### src/rtl/sent_rx_frame_decoder_pkg.sv
// Shared types and constants for the SENT receive frame decoder.
package sent_rx_pkg;

  typedef enum logic [2:0] {
    ST_IDLE,
    ST_STATUS,
    ST_DATA,
    ST_CRC,
    ST_PAUSE
  } state_e;

  localparam int unsigned CAL_TICKS = 56;
  localparam int unsigned NIB_MIN   = 12;
  localparam int unsigned NIB_MAX   = 27;
  localparam int unsigned PAUSE_MAX = 768;
  localparam logic [3:0]  CRC_SEED  = 4'd5;

  // Table for x^4+x^3+x^2+1, indexed by the running checksum.
  localparam logic [3:0] CRC_TABLE [16] = '{
    4'd0, 4'd13, 4'd7, 4'd10, 4'd14, 4'd3, 4'd9, 4'd4,
    4'd1, 4'd12, 4'd6, 4'd11, 4'd15, 4'd2, 4'd8, 4'd5
  };

  // One nibble-serial checksum step.
  function automatic logic [3:0] crc_step(input logic [3:0] crc, input logic [3:0] nib);
    return CRC_TABLE[crc] ^ nib;
  endfunction

endpackage

### src/rtl/sent_rx_frame_fifo.sv
// Synchronous frame FIFO; output reads zero while empty.
module sent_rx_frame_fifo #(
  parameter int unsigned WIDTH = 28,
  parameter int unsigned DEPTH = 4
) (
  input  logic             clk_i,
  input  logic             rst_i,
  input  logic             wr_en_i,
  input  logic [WIDTH-1:0] wr_data_i,
  input  logic             rd_en_i,
  output logic [WIDTH-1:0] rd_data_o,
  output logic             valid_o,
  output logic             full_o
);

  localparam int unsigned AW = $clog2(DEPTH);

  logic [WIDTH-1:0] mem_q [DEPTH];
  logic [AW:0]      wr_ptr_q, rd_ptr_q;
  logic             empty, rd_ok, wr_ok;

  assign empty  = (wr_ptr_q == rd_ptr_q);
  assign full_o = (wr_ptr_q[AW] != rd_ptr_q[AW]) && (wr_ptr_q[AW-1:0] == rd_ptr_q[AW-1:0]);
  assign rd_ok  = rd_en_i && !empty;
  // When full, a same-cycle pop frees the slot the write lands in.
  assign wr_ok  = wr_en_i && (!full_o || rd_ok);

  assign valid_o   = !empty;
  assign rd_data_o = empty ? '0 : mem_q[rd_ptr_q[AW-1:0]];

  // Pointer update.
  always_ff @(posedge clk_i) begin
    if (rst_i) begin
      wr_ptr_q <= '0;
      rd_ptr_q <= '0;
    end else begin
      if (wr_ok) wr_ptr_q <= wr_ptr_q + 1'b1;
      if (rd_ok) rd_ptr_q <= rd_ptr_q + 1'b1;
    end
  end

  // Storage write.
  always_ff @(posedge clk_i) begin
    if (wr_ok) mem_q[wr_ptr_q[AW-1:0]] <= wr_data_i;
  end

endmodule

### src/rtl/sent_rx_frame_decoder.sv
// SENT receiver: interval timing, frame FSM, CRC check, frame buffer, error counters.
module sent_rx_frame_decoder
  import sent_rx_pkg::*;
#(
  parameter int unsigned CLK_PER_TICK = 8,
  parameter int unsigned NIBBLES      = 6,
  parameter int unsigned CRC_MODE     = 1,
  parameter int unsigned PAUSE_EN     = 1,
  parameter int unsigned CAL_TOL_CLK  = 16,
  parameter int unsigned FIFO_DEPTH   = 4
) (
  input  logic                   clk_rx,
  input  logic                   reset_rx,
  input  logic                   data_pulse,
  output logic                   frame_valid,
  input  logic                   frame_ready,
  output logic [3:0]             frame_status,
  output logic [4*NIBBLES-1:0]   frame_data,
  output logic [7:0]             crc_err_cnt,
  output logic [7:0]             fmt_err_cnt,
  output logic [7:0]             ovf_cnt,
  input  logic                   err_clear
);

  localparam int unsigned DW      = 4 * NIBBLES;
  localparam int unsigned CNT_MAX = 1023 * CLK_PER_TICK;
  localparam int unsigned CW      = $clog2(CNT_MAX + 1);
  localparam int unsigned PW      = $clog2(CLK_PER_TICK);
  localparam int unsigned CAL_CLK = CAL_TICKS * CLK_PER_TICK;
  localparam int unsigned CAL_LO  = (CAL_CLK > CAL_TOL_CLK) ? CAL_CLK - CAL_TOL_CLK : 0;
  localparam int unsigned CAL_HI  = CAL_CLK + CAL_TOL_CLK;

  // ---------------- interval timing ----------------
  logic [1:0]    sync_q;
  logic          line_prev_q, started_q;
  logic [CW-1:0] clk_cnt_q;
  logic [PW-1:0] presc_q;
  logic [9:0]    tick_q;
  logic          fall, interval_ev;

  assign fall        = line_prev_q && !sync_q[1];
  assign interval_ev = fall && started_q;

  // Synchroniser, edge detect, clock and tick counters restarted at every falling edge.
  // The prescaler tracks (clocks + CLK_PER_TICK/2) mod CLK_PER_TICK, so tick_q rounds to nearest.
  always_ff @(posedge clk_rx) begin
    if (reset_rx) begin
      sync_q      <= '0;
      line_prev_q <= 1'b0;
      started_q   <= 1'b0;
      clk_cnt_q   <= '0;
      presc_q     <= '0;
      tick_q      <= '0;
    end else begin
      sync_q      <= {sync_q[0], data_pulse};
      line_prev_q <= sync_q[1];
      if (fall) begin
        started_q <= 1'b1;
        clk_cnt_q <= CW'(1);
        presc_q   <= PW'(CLK_PER_TICK / 2 + 1);
        tick_q    <= '0;
      end else begin
        if (clk_cnt_q != CW'(CNT_MAX)) clk_cnt_q <= clk_cnt_q + 1'b1;
        if (presc_q == PW'(CLK_PER_TICK - 1)) begin
          presc_q <= '0;
          if (tick_q != 10'd1023) tick_q <= tick_q + 1'b1;
        end else begin
          presc_q <= presc_q + 1'b1;
        end
      end
    end
  end

  logic       is_cal, nib_ok, pause_ok;
  logic [3:0] nib;

  assign is_cal   = (clk_cnt_q >= CW'(CAL_LO)) && (clk_cnt_q <= CW'(CAL_HI));
  assign nib_ok   = (tick_q >= 10'(NIB_MIN)) && (tick_q <= 10'(NIB_MAX));
  assign pause_ok = (tick_q >= 10'(NIB_MIN)) && (tick_q <= 10'(PAUSE_MAX));
  assign nib      = 4'(tick_q - 10'(NIB_MIN));

  // ---------------- frame FSM ----------------
  state_e        state_q, state_d;
  logic [3:0]    status_q, status_d;
  logic [DW-1:0] data_q, data_d;
  logic [3:0]    crc_q, crc_d, crc_final;
  logic [2:0]    nib_cnt_q, nib_cnt_d;
  logic          pause_seen_q, pause_seen_d;
  logic          push_q, push_d;
  logic          crc_err_inc, fmt_err_inc;

  assign crc_final = (CRC_MODE != 0) ? crc_step(crc_q, 4'h0) : crc_q;

  // FSM and datapath state registers.
  always_ff @(posedge clk_rx) begin
    if (reset_rx) begin
      state_q      <= ST_IDLE;
      status_q     <= '0;
      data_q       <= '0;
      crc_q        <= '0;
      nib_cnt_q    <= '0;
      pause_seen_q <= 1'b0;
      push_q       <= 1'b0;
    end else begin
      state_q      <= state_d;
      status_q     <= status_d;
      data_q       <= data_d;
      crc_q        <= crc_d;
      nib_cnt_q    <= nib_cnt_d;
      pause_seen_q <= pause_seen_d;
      push_q       <= push_d;
    end
  end

  // Next-state decode, evaluated once per completed interval.
  always_comb begin
    state_d      = state_q;
    status_d     = status_q;
    data_d       = data_q;
    crc_d        = crc_q;
    nib_cnt_d    = nib_cnt_q;
    pause_seen_d = pause_seen_q;
    push_d       = 1'b0;
    crc_err_inc  = 1'b0;
    fmt_err_inc  = 1'b0;
    if (interval_ev) begin
      unique case (state_q)
        ST_IDLE: begin
          if (is_cal) begin
            state_d = ST_STATUS;
            crc_d   = CRC_SEED;
          end
        end
        ST_STATUS: begin
          if (nib_ok) begin
            status_d  = nib;
            nib_cnt_d = '0;
            state_d   = ST_DATA;
          end else begin
            fmt_err_inc = 1'b1;
            state_d     = ST_IDLE;
          end
        end
        ST_DATA: begin
          if (nib_ok) begin
            data_d = (data_q << 4) | DW'(nib);
            crc_d  = crc_step(crc_q, nib);
            if (nib_cnt_q == 3'(NIBBLES - 1)) state_d = ST_CRC;
            else nib_cnt_d = nib_cnt_q + 1'b1;
          end else begin
            fmt_err_inc = 1'b1;
            state_d     = ST_IDLE;
          end
        end
        ST_CRC: begin
          if (nib_ok) begin
            state_d      = ST_PAUSE;
            pause_seen_d = 1'b0;
            if (nib == crc_final) push_d = 1'b1;
            else crc_err_inc = 1'b1;
          end else begin
            fmt_err_inc = 1'b1;
            state_d     = ST_IDLE;
          end
        end
        ST_PAUSE: begin
          if (is_cal) begin
            state_d = ST_STATUS;
            crc_d   = CRC_SEED;
          end else if ((PAUSE_EN != 0) && pause_ok && !pause_seen_q) begin
            pause_seen_d = 1'b1;
          end else begin
            fmt_err_inc = 1'b1;
            state_d     = ST_IDLE;
          end
        end
        default: state_d = ST_IDLE;
      endcase
    end
  end

  // ---------------- frame buffer ----------------
  logic          fifo_full, pop;
  logic [DW+3:0] head;

  assign pop = frame_valid && frame_ready;

  sent_rx_frame_fifo #(
    .WIDTH (DW + 4),
    .DEPTH (FIFO_DEPTH)
  ) u_fifo (
    .clk_i     (clk_rx),
    .rst_i     (reset_rx),
    .wr_en_i   (push_q),
    .wr_data_i ({status_q, data_q}),
    .rd_en_i   (frame_ready),
    .rd_data_o (head),
    .valid_o   (frame_valid),
    .full_o    (fifo_full)
  );

  assign frame_status = head[DW+3:DW];
  assign frame_data   = head[DW-1:0];

  // ---------------- error counters ----------------
  logic [7:0] crc_err_q, fmt_err_q, ovf_q;
  logic       ovf_inc;

  assign ovf_inc = push_q && fifo_full && !pop;

  // Saturating counters; err_clear wins over a same-cycle increment.
  always_ff @(posedge clk_rx) begin
    if (reset_rx || err_clear) begin
      crc_err_q <= '0;
      fmt_err_q <= '0;
      ovf_q     <= '0;
    end else begin
      if (crc_err_inc && crc_err_q != 8'hFF) crc_err_q <= crc_err_q + 1'b1;
      if (fmt_err_inc && fmt_err_q != 8'hFF) fmt_err_q <= fmt_err_q + 1'b1;
      if (ovf_inc     && ovf_q     != 8'hFF) ovf_q     <= ovf_q + 1'b1;
    end
  end

  assign crc_err_cnt = crc_err_q;
  assign fmt_err_cnt = fmt_err_q;
  assign ovf_cnt     = ovf_q;

endmodule

### config.mk
export PLATFORM = sky130hd
export DESIGN_NAME = sent_rx_frame_decoder
export DESIGN_NICKNAME = d
export VERILOG_FILES = /design/src/rtl/sent_rx_frame_decoder_pkg.sv /design/src/rtl/sent_rx_frame_fifo.sv /design/src/rtl/sent_rx_frame_decoder.sv
export SDC_FILE = /design/constraint.sdc
export NUM_CORES = 1
export LEC_CHECK = 0
export CAP_MARGIN = 15
export CORE_ASPECT_RATIO = 1.5
export CORE_MARGIN = 3
export CORE_UTILIZATION = 41
export DETAILED_ROUTE_END_ITERATION = 16
export SETUP_SLACK_MARGIN = 0.1
export SYNTH_ARGS = -nofsm -noshare
export SYNTH_HDL_FRONTEND = slang
export SYNTH_SLANG_ARGS = --single-unit
### constraint.sdc
create_clock -name clk_rx -period 2.5 [get_ports clk_rx]
set_input_delay 0.5 -clock clk_rx [delete_from_list [all_inputs] [get_ports clk_rx]]
set_output_delay 0.5 -clock clk_rx [all_outputs]
set_load 0.005 [all_outputs]
==> run summary <==
• **wire length of the first global-routing pass** 30,100 um
• **top cells by instance count after synthesis** edfxtp_1 (112), dfxtp_1 (102), nor2_1 (83), nand2_1 (79), a21oi_1 (37)
• **wire per inst** 16.4 um
• **Setup CP Type** reg -> out
• **Adder-Cell Fraction of Synth Area** 0.0295
• **Top-Level Pins** 58
• **DR vias** 5,800
• **register bit total from synthesis** 214
• **GRT Residual Overflow** 0
• **detailed-router iteration count before antenna repair** 4
• **post-synthesis mux area share** 0.0867
• **overall die height** 186 um
• **Net Count, Synth** 765
• **TritonCTS clock tree** built
• **number of synthesized flops with an enable pin** 112
• **main combinational cell family by area after synthesis** simple AND/OR/NAND/NOR gates
• **Iter 0 DRT Violations** 336
• **buffer type at the clock tree root** clkbuf_16
• **Max Cap Violations** 0
• **Pleak** 3.90 nW
• **Post-CTS Hold Fix Bufs** 0
• **number of buffers on the longest clock path** 3
• **portion of the post-synthesis area used by sequential elements** 0.608
• **Worst Tran Pin Value** 553 ps
• **overall die width** 126 um
• **layout cells sized above 1** 0.227
• **Via-to-Cell Ratio** 5.17
• **met1 layer usage reported by global route** 0.180
• **xor-xnor portion of the synthesized cell area** 0.0404
• **RSZ-0062 raised after global routing** true
• **CTS Buf Count** 21
• **number of hold violations in the final report** 0
• **Period minus WS final** 2480 ps
• **Ys Warns** 0
• **clock latency at the later pin of the worst-skew pair** 490 ps
• **critical path startpoint category** flop
• **netlist area before placement** 8890 sq um
• **required time of the worst setup path** 2000 ps
• **fraction of the core area covered by cells at the end of the flow** 0.525
• **All-Layer GR Usage** 0.155
• **result of the run** finished, final reports clean
• **cell accounting for the most synthesized area** edfxtp_1
• **HP Class** reg -> reg
• **Synth Area in Compound Gates** 0.0563
• **final net count** 866
• **kind of end point of the critical path** output pin
• **ranking of synthesized cells by area** edfxtp_1 (38%), dfxtp_1 (23%), mux4_2 (7.1%), nor2_1 (3.5%), nand2_1 (3.3%)
• **worst slack at placement** 93.8 ps
• **final worst clock skew** 18.8 ps
• **remaining routing DRC violations** 0
• **number of cells produced by synthesis** 739
• **power density of the placed cells** 604 nW/um^2
• **clock transition at the registers of the reported paths** 60 ps
• **H-tree Lvls** 1
• **most frequent cell after synthesis** edfxtp_1
• **final estimated routing congestion in global placement** 0.796
• **total power** 0.00671 W
• **number of sinks on the clock net** 214
• **share of async-settable or async-resettable flops after synthesis** 0
• **via count of the first global-routing pass** 5,994
• **final worst path period share** 0.993
• **count of different cell masters after synthesis** 53
• **Yosys top cell area share** 0.378
• **floorplan die area** 23,500 sq um
• **detailed placement HPWL** 11,300 um
• **Synth Area in Simple Gates** 0.153
• **Final Max Tran Viols** 0
• **GR met2 Demand/Resource** 0.292
• **biggest fanout along the worst timing path** 6
• **count of port buffers added during placement** 57
• **final count of negative-setup-slack endpoints** 0
• **final worst slack** 17.0 ps
• **number of routed nets with antenna violations** 0
• **total detailed-routing wirelength** 18,400 um
• **WP data arrival** 1980 ps
• **Slew HR** 0.628
• **area added between synthesis and finish** 24.9%
• **Placement Rows** 65
• **Starting Density** 0.421
• **grt met3 use** 0.0241
• **placeable core region** 21,100 sq um
• **antenna violations before repair** 0
• **diode count** 0
• **Post-synth top flop** edfxtp_1
• **Peak supply drop** 0.473 mV
• **Post-Syn Area per Cell** 12.0 sq um
• **fillers** 1,802
• **FMAX** 403 MHz
• **layer with the highest usage** met2
• **pin count of the biggest net entering global routing** 38
==> worst max-delay path: stages (launching register included) <==
cell and delay (ps):
dfxtp_4 390, buf_12 120, buf_12 100, buf_16 120, mux4_2 500, and2_4 150
buf_2 120
==> power breakdown <==
| group | switching (W) | internal (W) |
|---|---|---|
| logic | 0.0000454 | 0.0000228 |
| clock network | 0.00126 | 0.00171 |
| registers | 0.00000905 | 0.00367 |
==> repair_timing <==
item,in CTS,in global routing
pin swaps,30,2
cloned,3,0
buffers inserted,21,5
endpoints found under the setup margin,31,57
resized for setup,157,22
==> cells by family after synthesis <==
kind of cell / count (synthesis)
AND/OR/NAND/NOR: 280
buffers and inverters: 61
XOR/XNOR: 41
flip-flops: 214
multiplexers: 42
adder cells (fa/ha/maj): 21
AO/OA/AOI/OAI: 80
==> layer usage <==
metal | vias to the layer above | share of wire
li1 | 2844 | -
met1 | 2828 | 0.40
met2 | 100 | 0.55
met3 | 28 | 0.038
met4 | 0 | 0.019
met5 | - | 0
==> stage by stage <==
stage / setup TNS [ps] / cell area [sq um] / hold slack, ps / cells
2_1_floorplan: -4800 / 8930 / 414 / 739
3_3_place_gp: 0 / 10000 / 424 / 1056
3_5_place_dp: 0 / 10000 / 426 / 1056
4_1_cts: -45.6 / 11000 / 440 / 1117
5_1_grt: -394 / 11100 / 464 / 1122
6_report: 0 / 11100 / 435 / 1122
==> cells in the final DEF (no fill, tap or decap), types with 25 or more instances in the layout <==
cell type / n
clkdlybuf4s50_1: 27
buf_6: 28
buf_4: 28
nand2_1: 78
inv_1: 25
mux4_2: 28
dfxtp_1: 94
a21oi_1: 37
nor2_1: 79
edfxtp_1: 112
==> path summary, 6_finish.rpt <==
| check | slack (ps) | to | start | cells past startpoint |
|---|---|---|---|---|
| worst max-delay path | 20 | frame_data[23] | flop | 6 |
| worst min-delay path | 440 | sync_q[1]$_SDFF_PP0_ | sync_q[0]$_SDFF_PP0_ | 1 |
| worst max register to register | 210 | crc_err_cnt[2]$_SDFFE_PP0P_ | crc_q[0]$_SDFFE_PP0P_ | 8 |
| worst min register to register | 440 | sync_q[1]$_SDFF_PP0_ | sync_q[0]$_SDFF_PP0_ | 1 |
==> sequential cells by signal, summed over array words and instances (netlist names), 2 cells and up, named ones only <==
signal and flops:
fmt_err_cnt 8, status_q 4, sync_q 2, u_fifo.rd_ptr_q 3, state_q 3, u_fifo.wr_ptr_q 3, ovf_cnt 8, u_fifo.mem_q 112
clk_cnt_q 13, nib_cnt_q 3, data_q 24, presc_q 3, tick_q 10, crc_q 4, crc_err_cnt 8
==> cell type report <==
type	instances	area, sq um	share of cell area
Inverter	26	97.6	0.00879
Clock inverter	9	72.6	0.00653
Multi-Input combinational cell	464	3380	0.304
Tap cell	268	335	0.0302
Clock buffer	28	572	0.0515
Timing Repair Buffer	113	1220	0.110
Sequential cell	214	5430	0.488
Power figures use the tool's default switching activity.
